### src/rtl/bcd_to_binary_converter_pkg.sv
// ============================================================================
// Module  : bcd_to_binary_converter_pkg
// Brief   : Shared DCF77 decode constants and BCD converter state encoding.
// Revision: 1.0
// ============================================================================
`default_nettype none

package bcd_to_binary_converter_pkg;

  localparam logic [3:0] BCD_DIGIT_MAX = 4'd9;
  localparam logic [6:0] BCD_TEN       = 7'd10;

  localparam int unsigned MINUTE_MAX = 59;
  localparam int unsigned HOUR_MAX   = 23;
  localparam int unsigned DAY_MAX    = 31;
  localparam int unsigned MONTH_MAX  = 12;
  localparam int unsigned YEAR_MAX   = 99;

  typedef enum logic [1:0] {
    IDLE   = 2'd0,
    ACCUM  = 2'd1,
    FINISH = 2'd2
  } conv_state_t;

endpackage : bcd_to_binary_converter_pkg

`default_nettype wire

### src/rtl/bcd_to_binary_converter.sv
// ============================================================================
// Module  : bcd_to_binary_converter
// Brief   : Two-digit packed BCD to 7-bit binary, one add-ten cycle per tens unit.
// Revision: 1.0
// ============================================================================
`default_nettype none

module bcd_to_binary_converter
  import bcd_to_binary_converter_pkg::*;
#(
  parameter int unsigned MAX_VALUE = 99
) (
  input  logic       clk_in,
  input  logic       GSR,
  input  logic       flag_sincro,
  input  logic [7:0] cifre,
  output logic [6:0] numero,
  output logic       flag_pronto,
  output logic       flag_errore,
  output logic       busy
);

  localparam logic [6:0] c_MAX = 7'(MAX_VALUE);

  conv_state_t state_q;
  logic [3:0]  tens_q;
  logic [6:0]  acc_q;
  logic        dig_err_q;
  logic [6:0]  numero_q;
  logic        pronto_q;
  logic        errore_q;
  logic        busy_q;

  logic        dig_err_d;

  assign dig_err_d = (cifre[3:0] > BCD_DIGIT_MAX) || (cifre[7:4] > BCD_DIGIT_MAX);

  always_ff @(posedge clk_in) begin
    if (GSR) begin
      state_q   <= IDLE;
      tens_q    <= 4'd0;
      acc_q     <= 7'd0;
      dig_err_q <= 1'b0;
      numero_q  <= 7'd0;
      pronto_q  <= 1'b0;
      errore_q  <= 1'b0;
      busy_q    <= 1'b0;
    end else begin
      pronto_q <= 1'b0;
      // A new start wins over whatever the FSM would do on this edge.
      if (flag_sincro) begin
        tens_q    <= cifre[7:4];
        acc_q     <= {3'b000, cifre[3:0]};
        dig_err_q <= dig_err_d;
        errore_q  <= 1'b0;
        busy_q    <= 1'b1;
        state_q   <= dig_err_d ? FINISH : ACCUM;
      end else begin
        case (state_q)
          IDLE: begin
            state_q <= IDLE;
          end
          ACCUM: begin
            if (tens_q != 4'd0) begin
              acc_q  <= acc_q + BCD_TEN;
              tens_q <= tens_q - 4'd1;
            end else begin
              state_q <= FINISH;
            end
          end
          FINISH: begin
            if (dig_err_q || (acc_q > c_MAX)) begin
              errore_q <= 1'b1;
            end else begin
              numero_q <= acc_q;
            end
            pronto_q <= 1'b1;
            busy_q   <= 1'b0;
            state_q  <= IDLE;
          end
          default: begin
            state_q <= IDLE;
            busy_q  <= 1'b0;
          end
        endcase
      end
    end
  end

  assign numero      = numero_q;
  assign flag_pronto = pronto_q;
  assign flag_errore = errore_q;
  assign busy        = busy_q;

endmodule : bcd_to_binary_converter

`default_nettype wire

### config.mk
export PLATFORM = sky130hd
export DESIGN_NAME = bcd_to_binary_converter
export DESIGN_NICKNAME = d
export VERILOG_FILES = /design/src/rtl/bcd_to_binary_converter_pkg.sv /design/src/rtl/bcd_to_binary_converter.sv
export SDC_FILE = /design/constraint.sdc
export NUM_CORES = 1
export LEC_CHECK = 0
export ABC_AREA = 0
export BUFFER_PORTS_ARGS = -buffer_cell sky130_fd_sc_hd__buf_2
export CAP_MARGIN = 20
export CORE_ASPECT_RATIO = 1.75
export CORE_UTILIZATION = 40
export CTS_CLUSTER_DIAMETER = 50
export DETAILED_ROUTE_END_ITERATION = 10
export PLACE_DENSITY_LB_ADDON = 0.3
export SYNTH_ARGS = -nofsm -noshare
export SYNTH_HDL_FRONTEND = slang
export SYNTH_SLANG_ARGS = --single-unit
export TNS_END_PERCENT = 5
### constraint.sdc
create_clock -name clk_in -period 1.8 [get_ports clk_in]
set_input_delay 0.09 -clock clk_in [delete_from_list [all_inputs] [get_ports clk_in]]
set_output_delay 0.09 -clock clk_in [all_outputs]
set_load 0.01 [all_outputs]
==> results of run 1 <==
## power groups by stage
stage / registers (W) / clock network (W) / logic, W
after global placement: 0.000589 / 0 / 0.000146
after detailed placement: 0.000591 / 0 / 0.000150
after floorplan: 0.000584 / 0 / 0.000108
final: 0.000580 / 0.000476 / 0.000155
after CTS: 0.000579 / 0.000478 / 0.000151
after global routing: 0.000584 / 0.000513 / 0.000172
## sequential cells by signal, summed over array words and instances, names as in the netlist
register and count:
dig_err_q 1, state_q 2, acc_q 7, flag_errore 1, busy 1, numero 7
flag_pronto 1, tens_q 4
## cell type report
type	count	area, µm²	share of cell area (%)
Clock inverter	1	30.0	2.04
Clock buffer	3	41.3	2.80
Tap cell	42	52.6	3.57
Multi-Input combinational cell	103	721	48.9
Sequential cell	24	483	32.8
Inverter	10	37.5	2.55
Timing Repair Buffer	21	108	7.31
## cell usage in the layout, fill, tap and decap left out, types with 2 or more instances in the layout
master	n
or3_1	3
clkbuf_8	3
a21boi_0	2
nor2b_1	2
nand2_1	10
ha_1	4
nor4_1	2
a21o_1	3
o311ai_0	4
o31ai_1	3
mux2i_1	4
o21ai_0	5
a21oi_1	4
nand2b_1	3
o2111ai_1	4
buf_2	20
a311oi_1	5
nor3_1	3
inv_1	10
dfxtp_2	2
nor2_1	7
dfxtp_1	22
nand3_1	10
o211ai_1	3
or4_1	4
nand4_1	4
## kinds of logic after synthesis
| family | after synthesis |
|---|---|
| buf+inv | 18 |
| fa+ha+maj | 4 |
| mux | 4 |
| flops | 24 |
| simple gates | 55 |
| compound gates | 40 |
## Yosys cell counts (all sizes together), types with 2 or more instances
master and instances:
o211ai 3, or4 4, a311oi 6, buf 2, o21ai 5, nand2 10, ha 4, a21oi 4
mux2i 4, nand4 4, nor2b 2, inv 10, dfxtp 24, nand3 10, o31ai 3, a21boi 2
a21o 3, o2111ai 4, o311ai 4, nor3 3, nand2b 4, nor4 2, clkbuf 6, or3 3
nor2 7
## timing repair
action,4_1_cts,5_1_grt
resized for setup,0,3
hold buffers,0,0
setup endpoints to repair,0,1
## how the worst max path moves through the flow
stage	to	from	slack, ps
after floorplan	acc_q[5]	tens_q[0]	210
after global placement	acc_q[3]	tens_q[0]	140
after detailed placement	acc_q[3]	tens_q[0]	80
after CTS	acc_q[3]	tens_q[0]	50
after global routing	acc_q[3]	tens_q[0]	-20
final	acc_q[3]	tens_q[0]	40
## routing by layer
layer / global-route usage, % / vias up
met5: 0 / -
met4: 9.70 / 0
met3: 2.84 / 6
met2: 33.7 / 33
met1: 22.7 / 580
li1: - / 588
## metrics by stage
step | total power [W] | setup slack, ps | setup TNS [ps]
3_5_place_dp | 0.000742 | 82.8 | 0
5_1_grt | 0.00127 | -20.4 | -20.4
3_3_place_gp | 0.000735 | 137 | 0
2_1_floorplan | 0.000692 | 211 | 0
6_report | 0.00121 | 42.6 | 0
4_1_cts | 0.00121 | 54.4 | 0
## critical path: cells and delay by family (launching register included)
family,cells,cell delay (ps)
compound gates,1,270
fa+ha+maj,1,240
buf+inv,2,240
flops,1,350
simple gates,2,580
==> impl_results.md, run 1 <==
- Syn nets: 160
- DRC errors left: 0
- Initial core utilization: 42.9%
- Critical Path Source Type: register
- Number of synthesized flops with an enable pin: 0
- Critical path class: register to register
- Initial DRC Count: 28
- Post-layout min period: 1760 ps
- CTS tree: built
- Final Hold Fails: 0
- Final-layout fill cell count: 283
- Combinational share of power: 12.8%
- Status: completed
- Total number of vias: 1207
- Hold Path Stages: 3
- Via-to-Cell Ratio: 5.92
- Maximum VDD drop: 471 µV
- Critical path required time: 1990 ps
- Actual slew at the worst max-slew pin: 506 ps
- Clk buf depth: 2
- Clock power share: 39.3%
- Yosys warning count: 0
- GRT overflow: 0
- Post-layout net count: 178
- Avg Cell Area, Syn: 8.77 µm²
- Fin cells: 204
- Max-cap violation count: 0
- Async S/R FF share, synth: 0%
- Pint: 0.000910 W
- I/O Pins: 21
- Worst skew pair latency: 270 ps
- First-pass GRT wire length: 5180 µm
- WL met1: 1290 µm
- Wirelength, routed: 3130 µm
- Port Buffers: 20
- Worst setup EP type: register
- CP Max Fanout: 12
- Data arrival time of the critical path: 1940 ps
- Hold_sp: cifre[0]
- Finished Cell Area: 1470 µm²
- Max-slew headroom: 66.1%
- Largest net degree at the start of global routing: 20
- Top-area cell type share of the netlist area: 37.8%
- CP max stage cell: or4_1
- Post-synthesis mux area share: 3.15%
- Postcts setup bufs: 0
- Initial antenna violation count: 0
- Clock Pin Slew Worst Setup and Hold Paths: 90 ps
- Dpl hpwl: 2280 µm
- Rows: 26
- Simple-gate share of the synthesized area: 25.2%
- Crit-path cells: inv_1, ha_1, nor3b_1, buf_4, or4_1, a311oi_2
- Syn Std Cell Area: 1270 µm²
- Layout cells sized above 1: 19.8%
- Met2 wire len: 1710 µm
- Worst reg2reg startpoint: tens_q[0]
- Post-route antenna net violation count: 0
- Synth area leader: dfxtp_1
- DIE AREA: 3420 µm²
- Hold WS: 51.5 ps
- Vias in the first global route: 1163
- Cells after DPL: 200
- Hold Path End: acc_q[0]
- Seq cells post-synth: 24
- Fin util: 49.7%
- FF-to-FF path depth: 6
- Core ar.: 2960 µm²
- PwrDens: 823 nW/µm²
- Total placed instance area: 1390 µm²
- Switching share of total power: 24.9%
- Mapped Cells: 145
- Die Wd: 44.6 µm
- Fmax: 0.569 GHz
- 1st-pass router iterations: 4
- CTS Buf Count: 3
- P&R area growth vs syn: 15.8%
- Largest family of logic cells by synthesized area: simple AND/OR/NAND/NOR gates
- Final GP Congestion: 0.873
- Flop2flop setup slack: 40 ps
- Worst min path class: primary input to register
- Critical R2R Capture: acc_q[3]
- Post-Synth XOR/XNOR Area: 0%
- Flop pwr share: 47.9%
- Die Span Y: 76.6 µm
- Wire length per cell: 15.4 µm
- Root Buffer: clkbuf_8
- Max Slew Vio Count: 0
- DR WL met3: 95 µm
- Slowest stage delay, CP: 430 ps
- Final setup viols: 0
- Antenna cells: 0
- Distinct cells, synth: 39
- Clock skew: 4.50 ps
- DR top layer: met4
- Leak: 0.558 nW
- Top cells by area, synth: dfxtp_1 (38%), a311oi_1 (4.1%), ha_1 (3.9%)
- Num Clock Sinks: 24
- Post-synthesis adder-cell area fraction: 3.94%
- # H-tree levels: 1
- Compound-cell area share of the yosys netlist: 23.9%
- All-Layer GR Usage: 19.7%
- Ys flop type: dfxtp_1
- Final period util: 97.6%
- Seq/Total Area, Yosys: 37.8%
- Switching Power: 0.000301 W
Power figures use the tool's default switching activity.
==> inputs of run 2 (changes only) <==
Settings changed: MAX_ROUTING_LAYER from default to met4, RECOVER_POWER from default to 25.
==> run 2 against run 1 <==
Against the previous run:
- cell area down 0.42%
- combinational power about the same
- die area unchanged
==> impl_results.md, run 2 (synthesized netlist as in run 1, its figures left out) <==
- Hold Path Stages: 3 (unchanged)
- Final period util: 97.7% (was 97.6%)
- FF-to-FF path depth: 6 (unchanged)
- Total placed instance area: 1390 µm² (unchanged)
- Wirelength, routed: 3100 µm (was 3130 µm)
- CP bufs+invs: 2 (unchanged)
- Rows: 26 (unchanged)
- CP max stage cell: or4_1 (unchanged)
- Total number of vias: 1222 (was 1207)
- Reg area: 483 µm² (unchanged)
- Worst skew pair latency: 270 ps (about the same)
- Antenna cells: 0 (unchanged)
- # hold bufs at CTS: 0 (unchanged)
- Port Buffers: 20 (unchanged)
- Final setup viols: 0 (unchanged)
- Final Hold Fails: 0 (unchanged)
- Final GP Congestion: 0.887 (was 0.873)
- Max-slew headroom: 39.3% (was 66.1%)
- Switching Power: 0.000302 W (was 0.000301 W)
- Worst min path class: primary input to register (unchanged)
- I/O Pins: 21 (unchanged)
- Critical Path Source Type: register (unchanged)
- CTS Buf Count: 3 (unchanged)
- PwrDens: 826 nW/µm² (was 823 nW/µm²)
- Initial core utilization: 42.9% (unchanged)
- Initial DRC Count: 30 (was 28)
- Commonest non-fill, non-tap cell in the layout: dfxtp_1 (unchanged)
- PnR worst setup slack: 41.5 ps (was 42.6 ps)
- All-Layer GR Usage: 20.2% (was 19.7%)
- Flop2flop setup slack: 40 ps (about the same)
- Layout cells sized above 1: 16.7% (was 19.8%)
- Max-cap violation count: 0 (unchanged)
- Hold_sp: cifre[0] (unchanged)
- Combinational share of power: 12.7% (was 12.8%)
- Hold Path End: acc_q[0] (unchanged)
- Die Wd: 44.6 µm (unchanged)
- Post-layout min period: 1760 ps (about the same)
- DRC errors left: 0 (unchanged)
- CTS tree: built (unchanged)
- 1st-pass router iterations: 4 (unchanged)
- Fmax: 0.569 GHz (about the same)
- Wire length per cell: 15.2 µm (was 15.4 µm)
- Critical path required time: 1980 ps (was 1990 ps)
- Clock power share: 39.4% (was 39.3%)
- Actual slew at the worst max-slew pin: 911 ps (was 506 ps)
- Clk buf depth: 2 (unchanged)
- Largest net degree at the start of global routing: 20 (unchanged)
- Critical path class: register to register (unchanged)
- CP Max Fanout: 12 (unchanged)
- Dpl hpwl: 2280 µm (unchanged)
- Vias in the first global route: 1170 (was 1163)
- Slowest stage delay, CP: 430 ps (about the same)
- Initial antenna violation count: 0 (unchanged)
- Core ar.: 2960 µm² (unchanged)
- Worst reg2reg startpoint: tens_q[0] (unchanged)
- Root Buffer: clkbuf_8 (unchanged)
- Maximum VDD drop: 475 µV (was 471 µV)
- Multi-input combinational cell area: 721 µm² (unchanged)
- Flop pwr share: 47.9% (about the same)
- Fin util: 49.5% (was 49.7%)
- Num Clock Sinks: 24 (unchanged)
- Leak: 0.539 nW (was 0.558 nW)
- Data arrival time of the critical path: 1940 ps (about the same)
- Clock skew: 6.10 ps (was 4.50 ps)
- Delay-heaviest family, CP: simple AND/OR/NAND/NOR gates (unchanged)
- Finished Cell Area: 1470 µm² (about the same)
- Pre-CTS setup slack: 82.8 ps (unchanged)
- Clock Pin Slew Worst Setup and Hold Paths: 90 ps (about the same)
- Final-layout fill cell count: 286 (was 283)
- P&R area growth vs syn: 15.4% (was 15.8%)
- DIE AREA: 3420 µm² (unchanged)
- Postcts setup bufs: 0 (unchanged)
- Max Slew Vio Count: 0 (unchanged)
- Critical R2R Capture: acc_q[3] (unchanged)
- Worst setup EP type: register (unchanged)
- Die Span Y: 76.6 µm (unchanged)
- Status: completed (unchanged)
- Post-route antenna net violation count: 0 (unchanged)
- GRT overflow: 0 (unchanged)
- Pint: 0.000909 W (was 0.000910 W)
- Crit-path cells: inv_1, ha_1, nor3b_1, buf_4, or4_1, a311oi_2 (unchanged)
- Switching share of total power: 24.9% (about the same)
- First-pass GRT wire length: 5170 µm (was 5180 µm)
- Post-layout net count: 178 (unchanged)
- Most frequent cells in the layout: dfxtp_1 (22), buf_2 (15), inv_1 (10), nand2_1 (10), nand3_1 (10) (was dfxtp_1 (22), buf_2 (20), inv_1 (10), nand2_1 (10), nand3_1 (10))
- # H-tree levels: 1 (unchanged)
- Via-to-Cell Ratio: 5.99 (was 5.92)
## run 2: worst max path at each step
stage                     cells past startpoint        to  startpoint
after floorplan                               6  acc_q[5]   tens_q[0]
after global placement                        6  acc_q[3]   tens_q[0]
after detailed placement                      6  acc_q[3]   tens_q[0]
after CTS                                     6  acc_q[3]   tens_q[0]
after global routing                          6  acc_q[3]   tens_q[0]
final                                         6  acc_q[3]   tens_q[0]
## run 2: worst reg2reg max path, cell delays in order, from the launching register on
cell and delay (ps):
dfxtp_2 350, inv_1 70, ha_1 240, nor3b_1 150, buf_4 170, or4_1 430
a311oi_2 270
## run 2: through the flow
step                      hold WS [ps]  instances  setup TNS (ps)  power (W)
after detailed placement           341        200               0   0.000742
final                             50.3        204               0    0.00121
after global placement             323        200               0   0.000735
after CTS                         57.8        204               0    0.00121
after global routing              92.9        204           -26.9    0.00127
after floorplan                    237        145               0   0.000692
## run 2: repair_timing
action / in CTS / in global routing
endpoints found under the setup margin: 0 / 1
hold endpoints to repair: 0 / 0
resized for setup: 0 / 3
## run 2: routing by layer
layer	wire (µm)	GRT usage, %
met4	97	9.70
met1	1240	22.6
met3	89	2.84
met5	0	-
met2	1660	33.7
## run 2: area by class of cell
cell class / instances / share of cell area (%)
clock buffer: 3 / 2.82
clock inverter: 1 / 2.05
inverter: 10 / 2.56
multi-input combinational: 103 / 49.1
sequential: 24 / 32.9
tap: 42 / 3.58
timing repair buffer: 21 / 6.91
## run 2: power by group through the flow
stage	logic, W	registers [W]	clock network, W
6_report	0.000154	0.000580	0.000478
5_1_grt	0.000171	0.000584	0.000513
4_1_cts	0.000151	0.000579	0.000478
3_5_place_dp	0.000150	0.000591	0
3_3_place_gp	0.000146	0.000589	0
2_1_floorplan	0.000108	0.000584	0
